File: config.mk
export PLATFORM = sky130hd
export DESIGN_NAME = fp_mul_rr_sched_flat
export DESIGN_NICKNAME = d
export VERILOG_FILES = /design/src/rtl/fp_pkg.sv /design/src/rtl/fp_mul_rr_sched_if.sv /design/src/rtl/rr_arbiter.sv /design/src/rtl/fp_mul_rr_sched.sv /design/src/flat_wrapper.sv
export SDC_FILE = /design/constraint.sdc
export NUM_CORES = 1
export LEC_CHECK = 0
export BUFFER_PORTS_ARGS = -buffer_cell sky130_fd_sc_hd__buf_2
export CAP_MARGIN = 20
export CORE_MARGIN = 4
export CORE_UTILIZATION = 27
export DETAILED_ROUTE_END_ITERATION = 7
export GPL_ROUTABILITY_DRIVEN = 0
export MAX_ROUTING_LAYER = met4
export PLACE_DENSITY = 0.61
export SLEW_MARGIN = 20
export SYNTH_ARGS = -nofsm -noshare
export SYNTH_HDL_FRONTEND = slang
export SYNTH_HIERARCHICAL = 1
export SYNTH_SLANG_ARGS = --single-unit
File: constraint.sdc
create_clock -name clk -period 2.55 [get_ports clk]
set_clock_uncertainty 0.1 [all_clocks]
set_input_delay 0.255 -clock clk [delete_from_list [all_inputs] [get_ports clk]]
set_output_delay 0.255 -clock clk [all_outputs]
set_load 0.05 [all_outputs]
File: src/rtl/fp_pkg.sv
// fp_pkg: IEEE-754 single-precision constants and the scheduler's in-flight tag type.
package fp_pkg;
    localparam int N     = 32;
    localparam int E     = 8;
    localparam int MA    = 23;
    localparam int P     = 24;
    localparam int BIAS  = 127;
    localparam int SIGN  = 31;
    localparam int EXP_H = 30;
    localparam int EXP_L = 23;
    localparam int M_H   = 22;
    localparam int M_L   = 0;
    localparam int IDW   = 2;

    typedef struct packed {
        logic           valid;
        logic [IDW-1:0] id;
    } tag_t;
endpackage

File: src/rtl/fp_mul_rr_sched_if.sv
// fp_mul_rr_sched_if: requester handshakes, multiplier operand/result bus and tagged response bus.
interface fp_mul_rr_sched_if #(
    parameter int NREQ = 4,
    parameter int N    = 32,
    parameter int IDW  = 2
);
    logic [NREQ-1:0]   req_valid;
    logic [NREQ-1:0]   req_ready;
    logic [NREQ-1:0]   req_approx;
    logic [NREQ*N-1:0] req_a;
    logic [NREQ*N-1:0] req_b;
    logic [N-1:0]      mul_a;
    logic [N-1:0]      mul_b;
    logic              mul_approx;
    logic [N-1:0]      mul_y;
    logic              rsp_valid;
    logic [IDW-1:0]    rsp_id;
    logic [N-1:0]      rsp_y;
    logic              busy;

    modport master (
        output req_valid, req_approx, req_a, req_b, mul_y,
        input  req_ready, mul_a, mul_b, mul_approx, rsp_valid, rsp_id, rsp_y, busy
    );

    modport slave (
        input  req_valid, req_approx, req_a, req_b, mul_y,
        output req_ready, mul_a, mul_b, mul_approx, rsp_valid, rsp_id, rsp_y, busy
    );
endinterface

File: src/rtl/rr_arbiter.sv
// rr_arbiter: combinational rotating-priority grant, searching ptr_i, ptr_i+1, ... mod NREQ.
module rr_arbiter #(
    parameter int NREQ = 4,
    parameter int IDW  = 2
) (
    input  logic [NREQ-1:0] req_i,
    input  logic [IDW-1:0]  ptr_i,
    output logic [NREQ-1:0] gnt_o,
    output logic [IDW-1:0]  idx_o,
    output logic            any_o
);
    always_comb begin
        idx_o = '0;
        any_o = 1'b0;
        for (int k = 0; k < NREQ; k++) begin
            if (!any_o && req_i[(int'(ptr_i) + k) % NREQ]) begin
                any_o = 1'b1;
                idx_o = IDW'((int'(ptr_i) + k) % NREQ);
            end
        end
    end

    assign gnt_o = any_o ? ({{(NREQ-1){1'b0}}, 1'b1} << idx_o) : '0;
endmodule

File: src/rtl/fp_mul_rr_sched.sv
// fp_mul_rr_sched: round-robin sharing of one fixed-latency FP multiplier among NREQ requesters,
// with an in-order tag pipeline that steers each product back to its requester.
module fp_mul_rr_sched import fp_pkg::*; #(
    parameter int NREQ = 4,
    parameter int N    = 32,
    parameter int LAT  = 2,
    parameter int IDW  = 2
) (
    input  logic                clk,
    input  logic                rst,
    fp_mul_rr_sched_if.slave    sch
);
    logic [NREQ-1:0] gnt;
    logic [IDW-1:0]  gidx;
    logic            any;
    logic            accept;
    logic [IDW-1:0]  ptr_q, ptr_d;
    logic [N-1:0]    mul_a_q, mul_b_q, rsp_y_q;
    logic            mul_approx_q, rsp_valid_q, busy_q, busy_d;
    logic [IDW-1:0]  rsp_id_q;
    tag_t            tag_q [LAT+1];
    tag_t            tag_d [LAT+1];

    rr_arbiter #(.NREQ(NREQ), .IDW(IDW)) u_arb (
        .req_i (sch.req_valid),
        .ptr_i (ptr_q),
        .gnt_o (gnt),
        .idx_o (gidx),
        .any_o (any)
    );

    assign accept        = any && !rst;
    assign sch.req_ready = rst ? '0 : gnt;
    assign ptr_d         = !accept ? ptr_q : (gidx == IDW'(NREQ-1)) ? '0 : gidx + 1'b1;

    // The last tag stage lines up with mul_y, which trails the operand registers by LAT cycles.
    always_comb begin
        tag_d[0] = '{valid: accept, id: gidx};
        for (int i = 1; i <= LAT; i++) tag_d[i] = tag_q[i-1];
        busy_d = tag_q[LAT].valid;
        for (int i = 0; i <= LAT; i++) busy_d = busy_d | tag_d[i].valid;
    end

    always_ff @(posedge clk) begin
        if (rst) begin
            ptr_q        <= '0;
            mul_a_q      <= '0;
            mul_b_q      <= '0;
            mul_approx_q <= 1'b0;
            rsp_valid_q  <= 1'b0;
            rsp_id_q     <= '0;
            rsp_y_q      <= '0;
            busy_q       <= 1'b0;
            for (int i = 0; i <= LAT; i++) tag_q[i] <= '0;
        end else begin
            ptr_q <= ptr_d;
            if (accept) begin
                mul_a_q      <= sch.req_a[gidx*N +: N];
                mul_b_q      <= sch.req_b[gidx*N +: N];
                mul_approx_q <= sch.req_approx[gidx];
            end
            tag_q       <= tag_d;
            rsp_valid_q <= tag_q[LAT].valid;
            rsp_id_q    <= tag_q[LAT].id;
            if (tag_q[LAT].valid) rsp_y_q <= sch.mul_y;
            busy_q      <= busy_d;
        end
    end

    assign sch.mul_a      = mul_a_q;
    assign sch.mul_b      = mul_b_q;
    assign sch.mul_approx = mul_approx_q;
    assign sch.rsp_valid  = rsp_valid_q;
    assign sch.rsp_id     = rsp_id_q;
    assign sch.rsp_y      = rsp_y_q;
    assign sch.busy       = busy_q;
endmodule
File: src/flat_wrapper.sv
// flat-port wrapper written by rule: the top's interface ports become plain ports
module fp_mul_rr_sched_flat import fp_pkg::*;
#(
    parameter int NREQ = 4,
    parameter int N    = 32,
    parameter int LAT  = 2,
    parameter int IDW  = 2
)
  (clk, rst, sch_req_valid, sch_req_approx, sch_req_a, sch_req_b, sch_mul_y, sch_req_ready, sch_mul_a, sch_mul_b, sch_mul_approx, sch_rsp_valid, sch_rsp_id, sch_rsp_y, sch_busy);
  fp_mul_rr_sched_if #(.NREQ(NREQ), .N(N), .IDW(IDW)) sch_i ();
  input  logic clk;
  input  logic rst;
  input wire logic [$bits(sch_i.req_valid)-1:0] sch_req_valid;
  input wire logic [$bits(sch_i.req_approx)-1:0] sch_req_approx;
  input wire logic [$bits(sch_i.req_a)-1:0] sch_req_a;
  input wire logic [$bits(sch_i.req_b)-1:0] sch_req_b;
  input wire logic [$bits(sch_i.mul_y)-1:0] sch_mul_y;
  output wire logic [$bits(sch_i.req_ready)-1:0] sch_req_ready;
  output wire logic [$bits(sch_i.mul_a)-1:0] sch_mul_a;
  output wire logic [$bits(sch_i.mul_b)-1:0] sch_mul_b;
  output wire logic [$bits(sch_i.mul_approx)-1:0] sch_mul_approx;
  output wire logic [$bits(sch_i.rsp_valid)-1:0] sch_rsp_valid;
  output wire logic [$bits(sch_i.rsp_id)-1:0] sch_rsp_id;
  output wire logic [$bits(sch_i.rsp_y)-1:0] sch_rsp_y;
  output wire logic [$bits(sch_i.busy)-1:0] sch_busy;
  assign sch_i.req_valid = sch_req_valid;
  assign sch_i.req_approx = sch_req_approx;
  assign sch_i.req_a = sch_req_a;
  assign sch_i.req_b = sch_req_b;
  assign sch_i.mul_y = sch_mul_y;
  assign sch_req_ready = sch_i.req_ready;
  assign sch_mul_a = sch_i.mul_a;
  assign sch_mul_b = sch_i.mul_b;
  assign sch_mul_approx = sch_i.mul_approx;
  assign sch_rsp_valid = sch_i.rsp_valid;
  assign sch_rsp_id = sch_i.rsp_id;
  assign sch_rsp_y = sch_i.rsp_y;
  assign sch_busy = sch_i.busy;
  fp_mul_rr_sched #(.NREQ(NREQ), .N(N), .LAT(LAT), .IDW(IDW)) u_core (.clk(clk), .rst(rst), .sch(sch_i));
endmodule
==> out/results.tsv <==
stage	metric	value	unit
yosys	synth_top_cell_by_area	dfxtp_1	
pwr	p_sw	0.00264	W
cts	htreeDepth	3	
yosys	synth_edf_count	0	
placed_design	post-place-ws	393	ps
global_routing	grt_pass1_vias	5609	
cts	cts_tree	yes	
cts	postCtsSetupBuffers	0	
hold_path	whs_path_depth	3	
final_layout	utilization	39.6	%
yosys	ys_seq_area_share	36.9	%
global_routing	grt_first_pass_wirelength	30700	um
timing	timing.fmax	470	MHz
final_layout	area_growth	43.1	%
setup_path	cp.required	2680	ps
pwr	netSwitchingFraction	41.1	%
floorplan	die_w	158	um
timing	fin_crit_sh	83.3	%
routing	drt_iter0_markers	219	
setup_path	timing.rr.start	u_core/ptr_q[0]	
routing	num_vias	5709	
floorplan	pin_count	403	
floorplan	chipHeight	158	um
setup_path	path_class	reg2reg	
yosys	synth_common_cells	mux2i_1 (163), dfxtp_1 (112), or3b_2 (65)	
hold_path	hold_path.startpoint	sch_mul_y[15]	
cts	numCtsBuffers	9	
timing	rsz0062_at_grt	no	
pwr	totalPowerFinal	0.00643	W
cts	clkTransAtPathRegs	80	ps
setup_path	path_max_fanout	36	
cts	clock_insertion_delay_worst_skew	350	ps
hold_path	min_path_type	in2reg	
yosys	ys_types	29	
floorplan	core_area	0.0220	mm^2
cts	postCtsHoldBufs	0	
pwr	power.leakage	4.06	nW
yosys	netlist_area	0.00607	mm^2
final_layout	nets	1224	
setup_path	end_kind	flip-flop	
final_layout	drive_gt1_share	60.2	%
floorplan	dieArea	0.0250	mm^2
routing	wire_per_inst	17.5	um
global_routing	overflow	0	
cts	cts_resized	0	
yosys	synth_top_area_share	36.9	%
timing	hold_violations	0	
placed_design	portBuffers	402	
cts	clock-sinks	112	
run_status	status	completed	
job	cap_violations	0	
routing	vias_per_cell	4.71	
setup_path	worst_r2r_path_depth	7	
final_layout	seqCellArea	0.00224	mm^2
floorplan	rows	54	
yosys	avgSynthCellArea	11.1	um^2
global_routing	grtUsageTotal	16.1	%
routing	dr.pass1.iters	4	
setup_path	rr_endpoint	u_core/sch.mul_b[23]	
pwr	ir_drop	0.000348	V
setup_path	reg2reg_setup_slack	420	ps
floorplan	initial_core_util	27.7	%
yosys	synthCells	548	
timing	finalSetupViolCount	0	
timing	fin_setup_tns	0	ps
pwr	clockPowerShare	23.7	%
global_routing	grt_max_degree	51	
yosys	synth_warnings	6	
placed_design	place_hpwl	16400	um
timing	worstMarginPinSlew	666	ps
final_layout	nFillCells	2225	
setup_path	start_kind	flip-flop	
timing	min_period	2130	ps
final_layout	multiInputGateArea	0.00354	mm^2
setup_path	cp-startpoint	u_core/ptr_q[0]	
routing	wl	21200	um
pwr	intPower	0.00379	W
timing	maxSlewViolCount	0	
timing	maxSlewHeadroom	55.6	%
setup_path	crit_arrival	2260	ps
yosys	yosysMostFrequentCell	mux2i_1	
timing	finalWorstSetupSlack	425	ps
cts	clock-root-buffer	clkbuf_16	
yosys	ys_ff_latch	112	
yosys	synthTopCellsByArea	dfxtp_1 (37%), mux2i_1 (27%), o221ai_2 (12%)	
yosys	synth_fp_nets	847	
pwr	p_comb_share	43.1	%
hold_path	whs_endpoint	u_core/sch.rsp_y[15]	
yosys	ys.flop_type	dfxtp_1	
pwr	seqPwrFrac	33.2	%
pwr	cellPowerDensity	740	mW/mm^2
global_routing	antenna_found_initial	1	
cts	cts_buffer_depth	2	
yosys	synthArstFlopShare	0	%
routing	drc	0	
routing	ant_nets	0	
layout make-up:
type | instances | area share, %
antenna | 2 | 0.0576
inverter | 4 | 0.173
tap | 280 | 4.03
clock inverter | 7 | 1.04
multi-input combinational | 376 | 40.7
clock buffer | 9 | 2.59
timing repair buffer | 422 | 25.6
sequential | 112 | 25.8
worst max path at each step:
stage / end / slack [ps]
final: u_core/sch.mul_b[23] / 420
after CTS: u_core/sch.mul_b[23] / 430
after floorplan: u_core/sch.mul_a[25] / 600
after detailed placement: u_core/sch.mul_b[23] / 390
after global placement: u_core/sch.mul_b[16] / 450
after global routing: u_core/sch.mul_approx / 230
metal layers:
metal	track usage [%]	vias up	routed length (um)
met4	5.04	0	405
met1	19.4	2648	8820
li1	-	2824	-
met2	27.4	211	10700
met5	-	-	0
met3	3.03	26	1280
power by group through the flow:
stage	registers [W]	clock network, W	logic (W)
CTS	0.00214	0.00159	0.00280
global placement	0.00217	0	0.00278
floorplan	0.00299	0	0.00119
detailed placement	0.00217	0	0.00280
finish	0.00213	0.00153	0.00277
global route	0.00216	0.00164	0.00293
critical path: stages (launching register included):
cell	delay, ps
dfxtp_1	430
nand2b_2	190
a21oi_2	80
a21oi_4	190
buf_12	270
buf_12	260
mux2i_1	290
o221ai_2	130
state kept, by name (all words and copies together) (netlist names), 2 cells and up:
signal,cells
u_core/ptr_q,2
u_core/sch.mul_a,32
u_core/sch.mul_b,32
u_core/sch.rsp_id,2
u_core/sch.rsp_y,32
u_core/tag_d,6
u_core/tag_q,3
metrics by stage:
stage / cells / hold WS, ps / area, um^2
after detailed placement: 1194 / 327 / 8370
final: 1212 / 33.0 / 8690
after CTS: 1210 / 13.9 / 8690
after floorplan: 548 / 302 / 6070
after global placement: 1194 / 317 / 8370
after global routing: 1211 / 24.7 / 8690
logic make-up after synthesis:
family          synth area share, %
buf+inv                        5.13
compound gates                 16.1
fa+ha+maj                     0.206
mux                            26.9
flops                          36.9
simple gates                   14.8
cells in the final DEF (no fill, tap or decap), types with 2 or more instances in the layout:
cell type | synthesis | routed
nand2b_1 | 3 | 3
o21ai_0 | 2 | 2
a21oi_1 | 5 | 4
inv_8 | 0 | 2
or3b_2 | 65 | 65
nor3_1 | 2 | 2
buf_12 | 0 | 5
nor2b_1 | 17 | 17
buf_4 | 2 | 16
buf_2 | 27 | 401
dfxtp_1 | 112 | 111
mux2i_1 | 163 | 163
inv_1 | 4 | 4
clkbuf_16 | 0 | 9
o221ai_1 | 15 | 15
o221ai_2 | 50 | 50
diode_2 | 0 | 2
nor2_1 | 39 | 39
(Power assumes the default switching activity.)
